## src/rtl/dm_port_arbiter_pkg.sv

```systemverilog
// Shared types for the data-memory port arbiter: FSM state encoding and the
// request bundle that is muxed onto the single data_mem port.
package dm_port_arbiter_pkg;

    localparam int DM_ADDR_W = 32;
    localparam int DM_DATA_W = 64;

    typedef enum logic {
        S_PIPE = 1'b0,
        S_EXT  = 1'b1
    } dm_arb_state_e;

    typedef struct packed {
        logic                 wen;
        logic [DM_ADDR_W-1:0] addr;
        logic [DM_DATA_W-1:0] wdata;
    } dm_req_t;

endpackage

```

## src/rtl/dm_arb_fsm.sv

```systemverilog
// Grant FSM: pipeline priority in S_PIPE, with a starvation counter that forces
// a bounded external burst (S_EXT) once the external side has waited too long.
module dm_arb_fsm
    import dm_port_arbiter_pkg::*;
#(
    parameter int MAX_WAIT  = 8,
    parameter int BURST_LEN = 4
) (
    input  logic clk,
    input  logic rst,
    input  logic p_req,
    input  logic x_valid,
    output logic grant_p,
    output logic grant_x,
    output logic in_ext
);

    localparam int WAIT_W = $clog2(MAX_WAIT + 1);
    localparam int BEAT_W = $clog2(BURST_LEN + 1);

    dm_arb_state_e      state_reg, state_next;
    logic [WAIT_W-1:0]  wait_cnt_reg, wait_cnt_next;
    logic [BEAT_W-1:0]  beat_cnt_reg, beat_cnt_next;
    logic               starved;

    always_ff @(posedge clk or posedge rst) begin
        if (rst) begin
            state_reg    <= S_PIPE;
            wait_cnt_reg <= '0;
            beat_cnt_reg <= '0;
        end else begin
            state_reg    <= state_next;
            wait_cnt_reg <= wait_cnt_next;
            beat_cnt_reg <= beat_cnt_next;
        end
    end

    always_comb begin
        state_next    = state_reg;
        wait_cnt_next = wait_cnt_reg;
        beat_cnt_next = beat_cnt_reg;
        case (state_reg)
            S_PIPE: begin
                if (starved) begin
                    if (wait_cnt_reg != WAIT_W'(MAX_WAIT))
                        wait_cnt_next = wait_cnt_reg + 1'b1;
                    if (wait_cnt_reg == WAIT_W'(MAX_WAIT - 1))
                        state_next = S_EXT;
                end else begin
                    wait_cnt_next = '0;
                end
            end
            S_EXT: begin
                wait_cnt_next = '0;
                // Burst ends when the master goes quiet or the beat budget is spent.
                if (!x_valid || beat_cnt_reg == BEAT_W'(BURST_LEN - 1)) begin
                    state_next    = S_PIPE;
                    beat_cnt_next = '0;
                end else begin
                    beat_cnt_next = beat_cnt_reg + 1'b1;
                end
            end
            default: state_next = S_PIPE;
        endcase
    end

    always_comb begin
        grant_p = 1'b0;
        grant_x = 1'b0;
        case (state_reg)
            S_PIPE: begin
                grant_p = p_req;
                grant_x = !p_req && x_valid;
            end
            S_EXT:   grant_x = x_valid;
            default: ;
        endcase
    end

    assign in_ext  = (state_reg == S_EXT);
    assign starved = (state_reg == S_PIPE) && x_valid && !grant_x;

endmodule

```

## src/rtl/dm_port_arbiter.sv

```systemverilog
// Shares the single data_mem port between the MEM-stage pipeline and an external
// loader/debug master; routes the one-cycle-late read data back to its source.
module dm_port_arbiter
    import dm_port_arbiter_pkg::*;
#(
    parameter int ADDR_W    = 32,
    parameter int DATA_W    = 64,
    parameter int MAX_WAIT  = 8,
    parameter int BURST_LEN = 4
) (
    input  logic              clk,
    input  logic              rst,
    input  logic              i_p_req,
    input  logic              i_p_wen,
    input  logic [ADDR_W-1:0] i_p_addr,
    input  logic [DATA_W-1:0] i_p_wdata,
    output logic              o_p_ready,
    input  logic              i_x_valid,
    input  logic              i_x_wen,
    input  logic [ADDR_W-1:0] i_x_addr,
    input  logic [DATA_W-1:0] i_x_wdata,
    output logic              o_x_ready,
    output logic              o_x_rvalid,
    output logic [DATA_W-1:0] o_x_rdata,
    output logic [ADDR_W-1:0] o_mem_addr,
    output logic              o_mem_wen,
    output logic [DATA_W-1:0] o_mem_wdata,
    input  logic [DATA_W-1:0] i_mem_rdata,
    output logic [DATA_W-1:0] o_p_rdata
);

    logic    grant_p, grant_x, in_ext;
    logic    x_rd_q;
    dm_req_t p_bus, x_bus, mem_bus;

    dm_arb_fsm #(
        .MAX_WAIT  (MAX_WAIT),
        .BURST_LEN (BURST_LEN)
    ) u_fsm (
        .clk     (clk),
        .rst     (rst),
        .p_req   (i_p_req),
        .x_valid (i_x_valid),
        .grant_p (grant_p),
        .grant_x (grant_x),
        .in_ext  (in_ext)
    );

    assign p_bus = '{wen: i_p_wen, addr: DM_ADDR_W'(i_p_addr), wdata: DM_DATA_W'(i_p_wdata)};
    assign x_bus = '{wen: i_x_wen, addr: DM_ADDR_W'(i_x_addr), wdata: DM_DATA_W'(i_x_wdata)};

    // With no grant the pipeline address is still presented, only wen is gated.
    assign mem_bus     = grant_x ? x_bus : p_bus;
    assign o_mem_addr  = ADDR_W'(mem_bus.addr);
    assign o_mem_wdata = DATA_W'(mem_bus.wdata);
    assign o_mem_wen   = mem_bus.wen && (grant_x || grant_p) && !rst;

    // Ready stays high whenever the pipeline is not locked out, so an idle MEM
    // stage is never stalled by the arbiter.
    assign o_p_ready = !in_ext;
    assign o_x_ready = grant_x;

    always_ff @(posedge clk or posedge rst) begin
        if (rst) x_rd_q <= 1'b0;
        else     x_rd_q <= grant_x && !i_x_wen;
    end

    assign o_x_rvalid = x_rd_q;
    assign o_x_rdata  = i_mem_rdata;
    assign o_p_rdata  = i_mem_rdata;

endmodule

```

## config.mk

```make
export PLATFORM = sky130hd
export DESIGN_NAME = dm_port_arbiter
export DESIGN_NICKNAME = d
export VERILOG_FILES = /design/src/rtl/dm_port_arbiter_pkg.sv /design/src/rtl/dm_arb_fsm.sv /design/src/rtl/dm_port_arbiter.sv
export SDC_FILE = /design/constraint.sdc
export NUM_CORES = 1
export LEC_CHECK = 0
export ABC_AREA = 1
export ABC_CLOCK_PERIOD_IN_PS = 1400
export CORE_AREA = 2 2 190 192
export CTS_CLUSTER_DIAMETER = 40
export CTS_CLUSTER_SIZE = 12
export DETAILED_ROUTE_END_ITERATION = 8
export DIE_AREA = 0 0 192 194
export GPL_ROUTABILITY_DRIVEN = 0
export PLACE_DENSITY = 0.34
export SLEW_MARGIN = 20
export SYNTH_ARGS = -nofsm -noshare
export SYNTH_HDL_FRONTEND = slang
export SYNTH_SLANG_ARGS = --single-unit
```

## constraint.sdc

```tcl
create_clock -name clk -period 1.4 [get_ports clk]
set_input_delay 0.28 -clock clk [delete_from_list [all_inputs] [get_ports clk]]
set_output_delay 0.28 -clock clk [all_outputs]
set_load 0.02 [all_outputs]
```

## Yosys cells after proc, flatten, opt, wreduce, memory -nomap -nowiden

Index checks and enable logic that the tools add are counted.

| word-level totals | value |
|---|---|
| bits of input ports | 262 |
| flip-flop bits (word level) | 9 |
| output and inout bits | 228 |
| word-level logic and storage cells | 36 |

| cells by class | value |
|---|---|
| bitwise operators | 1 |
| multiplexer cells | 11 |
| equality and inequality tests | 4 |
| add/subtract/negate cells | 2 |
| reductions and logical operators | 14 |

Operator list:

| kind | number |
|---|---|
| $mux W97 | 1 |
| $mux W4 | 2 |
| $pmux W4 S2 | 1 |
| $logic_and A1 B1 Y1 | 6 |
| $logic_not A1 Y1 | 6 |
| $add A4 B1 Y4 const B | 1 |
| $eq A4 B3 Y1 const B | 1 |
| $mux W1 | 4 |
| $ne A4 B4 Y1 const B | 1 |
| $pmux W1 S2 | 2 |
| $add A3 B1 Y3 const B | 1 |
| $eq A3 B2 Y1 const B | 1 |
| $mux W3 | 1 |
| $ne A3 B3 Y1 const B | 1 |
| $logic_or A1 B1 Y1 | 2 |
| $not A1 Y1 | 1 |

## Depth between registers and ports, before layout

Gate-level depths: netlist (run 1).

| logic depth | value |
|---|---|
| word-level depth | 7 |
| mapped depth | 8 |
| mapped depth without buffers | 6 |

## Hierarchy

Synthesis (run 1) repeated with hierarchy kept, for this count alone.

| unflattened totals | value |
|---|---|
| cells, all modules | 497 |
| area total of the unflattened synthesis | 2672.6 µm² |

Modules (own cells, without submodules):

| module | times used | cells an instance | seq. area each (µm²) | area each (µm²) |
|---|---|---|---|---|
| dm_port_arbiter | 1 | 447 | 25.0 | 2234.6 |
| dm_arb_fsm | 1 | 50 | 200.2 | 437.9 |

## Worst setup path after synthesis (run 1)

No wires, ideal clock.

| path | value |
|---|---|
| path kind | reg-to-output |
| from | reg u_fsm.state_reg (netlist: u_fsm.in_ext) |
| to | out o_mem_addr[0] |
| path buffers | 2 |
| required time | 1.120 ns |
| data arrival time | 1.229 ns |
| stages on the path, launching flop included | 8 |
| setup slack | -0.109 ns |
| cell sequence | dfrtp_1 -> inv_2 -> nand2_2 -> nand2_4 -> buf_6 -> buf_2 -> nand2_1 -> nand2_1 |

| on the way | value |
|---|---|
| cells in the longest elaborated chain, start to end | 3 |

Ends and longest elaborated chain:

| element | line | RTL |
|---|---|---|
| start: declaration | dm_arb_fsm.sv:21 | `dm_arb_state_e state_reg, state_next;` |
| start signal: assignment | dm_arb_fsm.sv:32 | `state_reg <= state_next;` |
| $not A1 Y1 | dm_arb_fsm.sv:70 | `case (state_reg)` |
| $pmux W1 S2 (*) | dm_arb_fsm.sv:70 |  |
| $mux W97 (*) | dm_port_arbiter.sv:53 | `assign mem_bus = grant_x ? x_bus : p_bus;` |
| end: declaration | dm_port_arbiter.sv:25 | `output logic [ADDR_W-1:0] o_mem_addr,` |

Every way passes the cells marked *; elsewhere a longest branch is shown, timed or not.

## Worst setup path after layout (run 1)

| path | value |
|---|---|
| from | reg u_fsm.state_reg (netlist: u_fsm.in_ext) |
| to | out o_mem_wdata[58] |

| on the way | value |
|---|---|
| cells in the longest elaborated chain, start to end | 3 |

Ends and longest elaborated chain:

| element | line | RTL |
|---|---|---|
| $not A1 Y1 | dm_arb_fsm.sv:70 |  |
| $pmux W1 S2 (*) | dm_arb_fsm.sv:70 |  |
| $mux W97 (*) | dm_port_arbiter.sv:53 |  |
| end: declaration | dm_port_arbiter.sv:27 | `output logic [DATA_W-1:0] o_mem_wdata,` |

Marks and branches as above.

==> metrics.txt, run 1 <==
commonest non-fill, non-tap cell in the layout=clkdlybuf4s50_1; failing checks=setup timing; class of the worst hold path=in2async; worst r2r src=u_fsm.in_ext; Area Overhead vs Synth=157%; R2R cell count=9; worst path arrival time=1.54 ns; Lkg Pwr=3.22 nW; antenna violations before repair=0; # clock sinks=9; Initial Utilization=7.56%; core region area=0.0352 mm^2; critical path launch point type=flip-flop; setup TNS=-36.38 ns; height of the die=194 um; Inserted Diodes=0; vias in the first global route=3701; peak supply drop=0.294 mV; Die Area=0.0372 mm^2; post-detailed-route DRC marker count=0; endpoints failing hold=0; Yosys warning count=0; length of the first detailed-routing pass in iterations=4; CP max FO=8; detailed-route wire length per cell=15.3 um; Detail Route Antenna Nets=0; Synth top area share=42.0%; GRT overflow=0; TritonCTS clock tree=done; IO buf count=297; CP most frequent cell=nand2_8; die width=192 um; Clock Skew=0.000531 ns; post-synth cell types=19; family with the most delay on the worst path=buffers and inverters; CP Class=reg2out; r2r endpoint=u_fsm.wait_cnt_reg[1]; max-slew violations=0; synth top area cells=nand2_1 42%, buf_4 36%, dfrtp_1 8.5%; Layout Cells excl Fill=1159; maximum clock frequency=549 MHz; H-tree depth=1; Worst-Margin Slew=0.434 ns; routed via count divided by cell count=3.16; Final Cycle Share=130%; synthesized area=0.00266 mm^2; Clock transition at path regs=0.04 ns; CTS Buf Count=3; CP max-delay cell=dfrtp_1; status=finished, violations left; final setup fails=98; Power per Cell Area=450 mW/mm^2; Root Driver=clkbuf_16; most frequent cells in the layout=195 x clkdlybuf4s50_1, 139 x nand2_2, 114 x nand2_1; max_cap viols=0; Final Net Count=965; fin crit period=1.82 ns; CP Data Required Time=1.12 ns; RSZ-0062 raised after global routing=yes; Rel. slew slack=71.1%; Hold Buf Count CTS=0; WL final=17700 um; synthesized area per cell=5.37 um^2; Layout Utilization=19.4%; Placed Cells incl. Taps=1133; crit end category=primary output; first-pass GRT wire length=21200 um; Post-Syn Nets=762; fin worst setup slack=-0.421 ns; Worst-Skew Late Latency=0.23 ns; Placed Area=0.00545 mm^2; critical path cell sequence=inv_4, nand2_8, nand2_8, clkinv_16, clkbuf_16, nand2_1, nand2_2, buf_4; worst reg2reg setup slack=0.05 ns; GRT Util Overall=7.56%; DR vias=3668; maximum buffer depth of the clock tree=2; Seq/Total Area, Yosys=8.45%; leading area contributor after synthesis=nand2_1; I/O pin count=490; largest net degree at the start of global routing=31; Synth Register Bits=9; CP Buf/Inv Count=4; largest stage delay on the critical path=0.41 ns; Mapped Cells=496; proportion of layout cells with a drive suffix above 1=49.1%; design area=0.00684 mm^2; max reg flops=4; row count=69; 1st-iter DRT viols=74; hold slack=0.391 ns; HPWL Detailed=12300 um
==> kinds of logic (layout without fill, tap and decap cells) <==
group	Yosys count	after routing	synth area share, %
compound gates	4	4	0.798
xor+xnor	1	1	0.329
fa+ha+maj	4	4	1.88
buf+inv	162	363	43.1
flops	9	9	8.45
simple gates	316	317	45.5
==> per-stage QoR <==
step	setup slack, ns	power, mW
5_1_grt	-0.506	3.26
3_3_place_gp	-1.01	2.11
4_1_cts	-0.485	2.71
2_1_floorplan	-0.00924	1.47
6_report	-0.421	3.08
3_5_place_dp	-1.00	2.09
==> layer usage <==
| layer | vias to the layer above | share of wire [%] | GRT usage (%) | wire (um) |
|---|---|---|---|---|
| met5 | - | 0.35 | 1.19 | 61 |
| met4 | 2 | 2.2 | 1.53 | 391 |
| met3 | 36 | 14 | 4.49 | 2560 |
| met2 | 311 | 49 | 13.8 | 8590 |
| met1 | 1553 | 34 | 7.17 | 6080 |
| li1 | 1766 | - | - | - |
==> Yosys cell counts (all sizes together) <==
cell type / count
nor2: 8
nand3b: 1
xor2: 1
inv: 14
nand4: 2
nand2: 300
nand3: 5
buf: 148
o21ai: 2
o22ai: 1
a21oi: 1
dfrtp: 9
ha: 4
==> what timing repair did <==
item,4_1_cts,5_1_grt
gates resized for setup,557,275
endpoints found under the setup margin,100,99
setup buffers,7,1
pin swaps,18,29
cloned,5,11
==> report_power, final <==
part	switching [mW]	internal, mW	leakage, nW	total [mW]
registers	0.00337	0.265	0.108	0.269
clock network	0.122	0.381	0.0382	0.502
logic	1.03	1.28	3.07	2.31
total	1.15	1.93	3.22	3.08
==> layout make-up <==
class,instances,area (um^2)
Fill cell,3991,28400
Timing Repair Buffer,343,3810
Multi-Input combinational cell,326,2040
Tap cell,461,577
Sequential cell,9,225
Inverter,14,81.3
Clock buffer,4,78.8
Timing Repair inverter,2,32.5
==> how the worst max path moves through the flow <==
stage	start	end	depth (start not counted)
after floorplan	u_fsm.in_ext	o_mem_addr[0]	8
after global placement	i_p_req	o_mem_addr[7]	7
after detailed placement	i_p_req	o_mem_addr[7]	7
after CTS	u_fsm.in_ext	o_mem_wdata[6]	8
after global routing	u_fsm.in_ext	o_mem_addr[9]	8
final	u_fsm.in_ext	o_mem_wdata[58]	8
No activity file was read; power rests on OpenSTA's default activity.
==> inputs of run 2 (changes only) <==
--- a/config.mk
+++ b/config.mk
@@ -13,6 +13,7 @@
 export DETAILED_ROUTE_END_ITERATION = 8
 export DIE_AREA = 0 0 192 194
 export GPL_ROUTABILITY_DRIVEN = 0
+export HOLD_SLACK_MARGIN = 0.08
 export PLACE_DENSITY = 0.34
 export SLEW_MARGIN = 20
 export SYNTH_ARGS = -nofsm -noshare
==> results of run 2 <==
Same layout as run 1: the final DEF is identical, and so are final timing and power.
==> inputs of run 3 (changes only) <==
--- a/config.mk
+++ b/config.mk
@@ -5,16 +5,16 @@
 export SDC_FILE = /design/constraint.sdc
 export NUM_CORES = 1
 export LEC_CHECK = 0
-export ABC_AREA = 1
+export ABC_AREA = 0
 export ABC_CLOCK_PERIOD_IN_PS = 1400
-export CORE_AREA = 2 2 190 192
+export CORE_AREA = 10 10 181 183
 export CTS_CLUSTER_DIAMETER = 40
 export CTS_CLUSTER_SIZE = 12
 export DETAILED_ROUTE_END_ITERATION = 8
-export DIE_AREA = 0 0 192 194
+export DIE_AREA = 0 0 191 193
 export GPL_ROUTABILITY_DRIVEN = 0
 export HOLD_SLACK_MARGIN = 0.08
-export PLACE_DENSITY = 0.34
+export PLACE_DENSITY = 0.39
 export SLEW_MARGIN = 20
 export SYNTH_ARGS = -nofsm -noshare
 export SYNTH_HDL_FRONTEND = slang
==> run 3 against run 2 <==
Against the previous run: critical path depth stayed put; design area is 9.1% lower; the run still ends with setup timing left; highest routed layer is now met4; routed wire length is 4.8% lower; synthesized cell count is 43% lower; worst hold slack worse by 0.033 ns; core utilization is 1.8 points higher; maximum frequency is 12% lower; area after synthesis is 0.56% lower; clock-buffer cell count stayed put; power is 6.3% lower; clock power is 0.8% higher.
==> metrics.txt, run 3 <==
max_cap viols=0 (unchanged); DR vias=2790 (-24%); critical path launch point type=flip-flop; synthesized area per cell=9.43 um^2 (+76%); synth top area cells=buf_4 36%, mux2_2 33%, mux2_4 10%; Synth Register Bits=9 (unchanged); Die Area=0.0369 mm^2 (-1.0%); Post-synth top cells=128 x buf_4, 78 x mux2_2, 18 x mux2_4; CP Buf/Inv Count=5 (+1); maximum clock frequency=482 MHz (-12%); routed via count divided by cell count=3.15 (-0.61%); CP Class=reg2out; Final Cycle Share=148% (+18 points); WL final=16800 um (-4.8%); worst path arrival time=1.79 ns (+0.25 ns); proportion of layout cells with a drive suffix above 1=51.9% (+2.8 points); family with the most delay on the worst path=buffers and inverters; HPWL Detailed=13400 um (+9.2%); first-pass GRT wire length=22100 um (+4.5%); status=finished, violations left; failing checks=setup timing; TritonCTS clock tree=done; commonest non-fill, non-tap cell in the layout=clkdlybuf4s50_1; length of the first detailed-routing pass in iterations=3 (-1); hold slack=0.358 ns (-0.0329 ns); fin crit period=2.07 ns (+0.254 ns); row count=63 (-8.7%); Placed Area=0.00522 mm^2 (-4.2%); Power per Cell Area=464 mW/mm^2 (+3.1%); CTS Buf Count=3 (unchanged); most numerous cell in the Yosys netlist=buf_4; maximum buffer depth of the clock tree=2 (unchanged); worst reg2reg setup slack=0.01 ns (-0.04 ns); class of the worst hold path=in2async; # clock sinks=9 (unchanged); Detail Route Antenna Nets=0 (unchanged); Setup WS pre-CTS=-1.13 ns (-0.131 ns); Final Net Count=764 (-21%); GRT Util Overall=7.97% (+0.41 points); max reg flops=4 (unchanged); worst r2r src=u_fsm.beat_cnt_reg[0]; critical path cell sequence=nand2b_4, nand2_8, buf_12, buf_12, buf_16, buf_8, mux2_4, buf_8; final setup fails=98 (unchanged); Multi-input gate area=0.00157 mm^2 (-23%); R2R cell count=4 (-5); IO buf count=297 (unchanged); synthesized area=0.00265 mm^2 (-0.56%); CP Data Required Time=1.12 ns (about the same); Placed Cells incl. Taps=844 (-26%); largest net degree at the start of global routing=26 (-16%); GRT overflow=0 (unchanged); 1st-iter DRT viols=14 (-81%); CP max-delay cell=dfrtp_1; Area Overhead vs Synth=135%; Post-Syn Nets=547 (-28%); largest stage delay on the critical path=0.38 ns (-0.03 ns); I/O pin count=490 (unchanged); die width=191 um (-0.52%); Yosys warning count=0 (unchanged); Inserted Diodes=0 (unchanged); Lkg Pwr=2.70 nW (-16%); CP max FO=6 (-2); H-tree depth=1 (unchanged); Layout Cells excl Fill=887 (-23%); Initial Utilization=9.06% (+1.5 points); detailed-route wire length per cell=19.0 um (+24%); crit end category=primary output; fin worst setup slack=-0.674 ns (-0.254 ns); r2r endpoint=u_fsm.beat_cnt_reg[2]; peak supply drop=0.363 mV (+24%); height of the die=193 um (-0.52%); Register Area=225 um^2 (unchanged); Root Driver=clkbuf_16; Synth top area share=36.3% (-5.7 points); Layout Utilization=21.3% (+1.8 points); core region area=0.0292 mm^2 (-17%); endpoints failing hold=0 (unchanged); vias in the first global route=3276 (-11%); Seq/Total Area, Yosys=8.50% (+0.048 points); Worst-Margin Slew=0.373 ns (-0.0611 ns); post-detailed-route DRC marker count=0 (unchanged); Mapped Cells=281 (-43%); async set or reset register ratio after synthesis=100% (unchanged); fill count=3147 (-21%); Primary FF master, synth=dfrtp_1; Worst-Skew Late Latency=0.23 ns (about the same); EDFF count, synth=0 (unchanged); Clock transition at path regs=0.04 ns (about the same); most frequent cells in the layout=195 x clkdlybuf4s50_1, 81 x buf_6, 62 x mux2_4; Rel. slew slack=75.1% (+4.0 points); RSZ-0062 raised after global routing=yes; leading area contributor after synthesis=buf_4; design area=0.00622 mm^2 (-9.1%); post-synth cell types=24 (+5); Clock Skew=0.00110 ns (+0.000567 ns); max-slew violations=0 (unchanged); antenna violations before repair=0 (unchanged)
run 3: cell count changes in the layout (fill, tap and decap cells not counted), moves of 21 or more:
cell / previous run / this run
mux2_2: 0 / 34
nand2_2: 139 / 0
buf_6: 102 / 81
nand2_4: 45 / 0
clkdlybuf4s15_2: 0 / 26
nand2_1: 114 / 4
mux2_4: 0 / 62
run 3: how the worst max path moves through the flow:
stage	start	endpoint	slack, ns	cells after the start
after floorplan	u_fsm.in_ext	o_mem_addr[14]	-0.14	5
after global placement	i_p_req	o_mem_wdata[20]	-1.12	6
after detailed placement	i_p_req	o_mem_wdata[20]	-1.13	6
after CTS	u_fsm.in_ext	o_mem_wdata[52]	-0.78	6
after global routing	u_fsm.in_ext	o_mem_wdata[34]	-0.74	8
final	u_fsm.in_ext	o_mem_wdata[34]	-0.67	8
run 3: power by group:
group / internal [mW] / switching, mW / total [mW]
Sequential: 0.272 / 0.00692 / 0.279
Clock: 0.381 / 0.125 / 0.506
Combinational: 1.34 / 0.766 / 2.10
Total: 1.99 / 0.898 / 2.89
run 3: logic make-up (layout without fill, tap and decap cells):
family	count (synthesis)	in the layout	synth area share, %
buffers and inverters	145	361	39.9
AND/OR/NAND/NOR	18	18	3.78
AO/OA/AOI/OAI	5	5	1.18
XOR/XNOR	2	2	0.661
flip-flops	9	9	8.50
multiplexers	98	98	44.1
adder cells (fa/ha/maj)	4	4	1.89
run 3: layer usage:
| metal | up-vias | GRT usage (%) | wire length [um] |
|---|---|---|---|
| li1 | 1248 | - | - |
| met1 | 1210 | 7.68 | 5620 |
| met2 | 318 | 13.3 | 7980 |
| met3 | 14 | 6.49 | 3090 |
| met4 | 0 | 1.09 | 132 |
| met5 | - | 0 | 0 |
run 3: timing repair:
item,in CTS,in global routing
setup buffers,21,11
setup endpoints to repair,100,100
hold buffers,0,0
pin swaps,1,1
gates cloned,6,3
resized for setup,396,154
run 3: layout make-up:
type	instances	area share, %
timing repair buffer	350	61.6
clock buffer	4	1.27
tap	390	7.84
multi-input combinational	127	25.3
sequential	9	3.62
inverter	7	0.422
run 3: stage by stage:
step / total power, mW / setup TNS, ns
global route: 3.03 / -66.80
CTS: 2.68 / -64.78
global placement: 2.07 / -99.88
floorplan: 1.49 / -11.95
finish: 2.89 / -60.17
detailed placement: 2.07 / -101.45
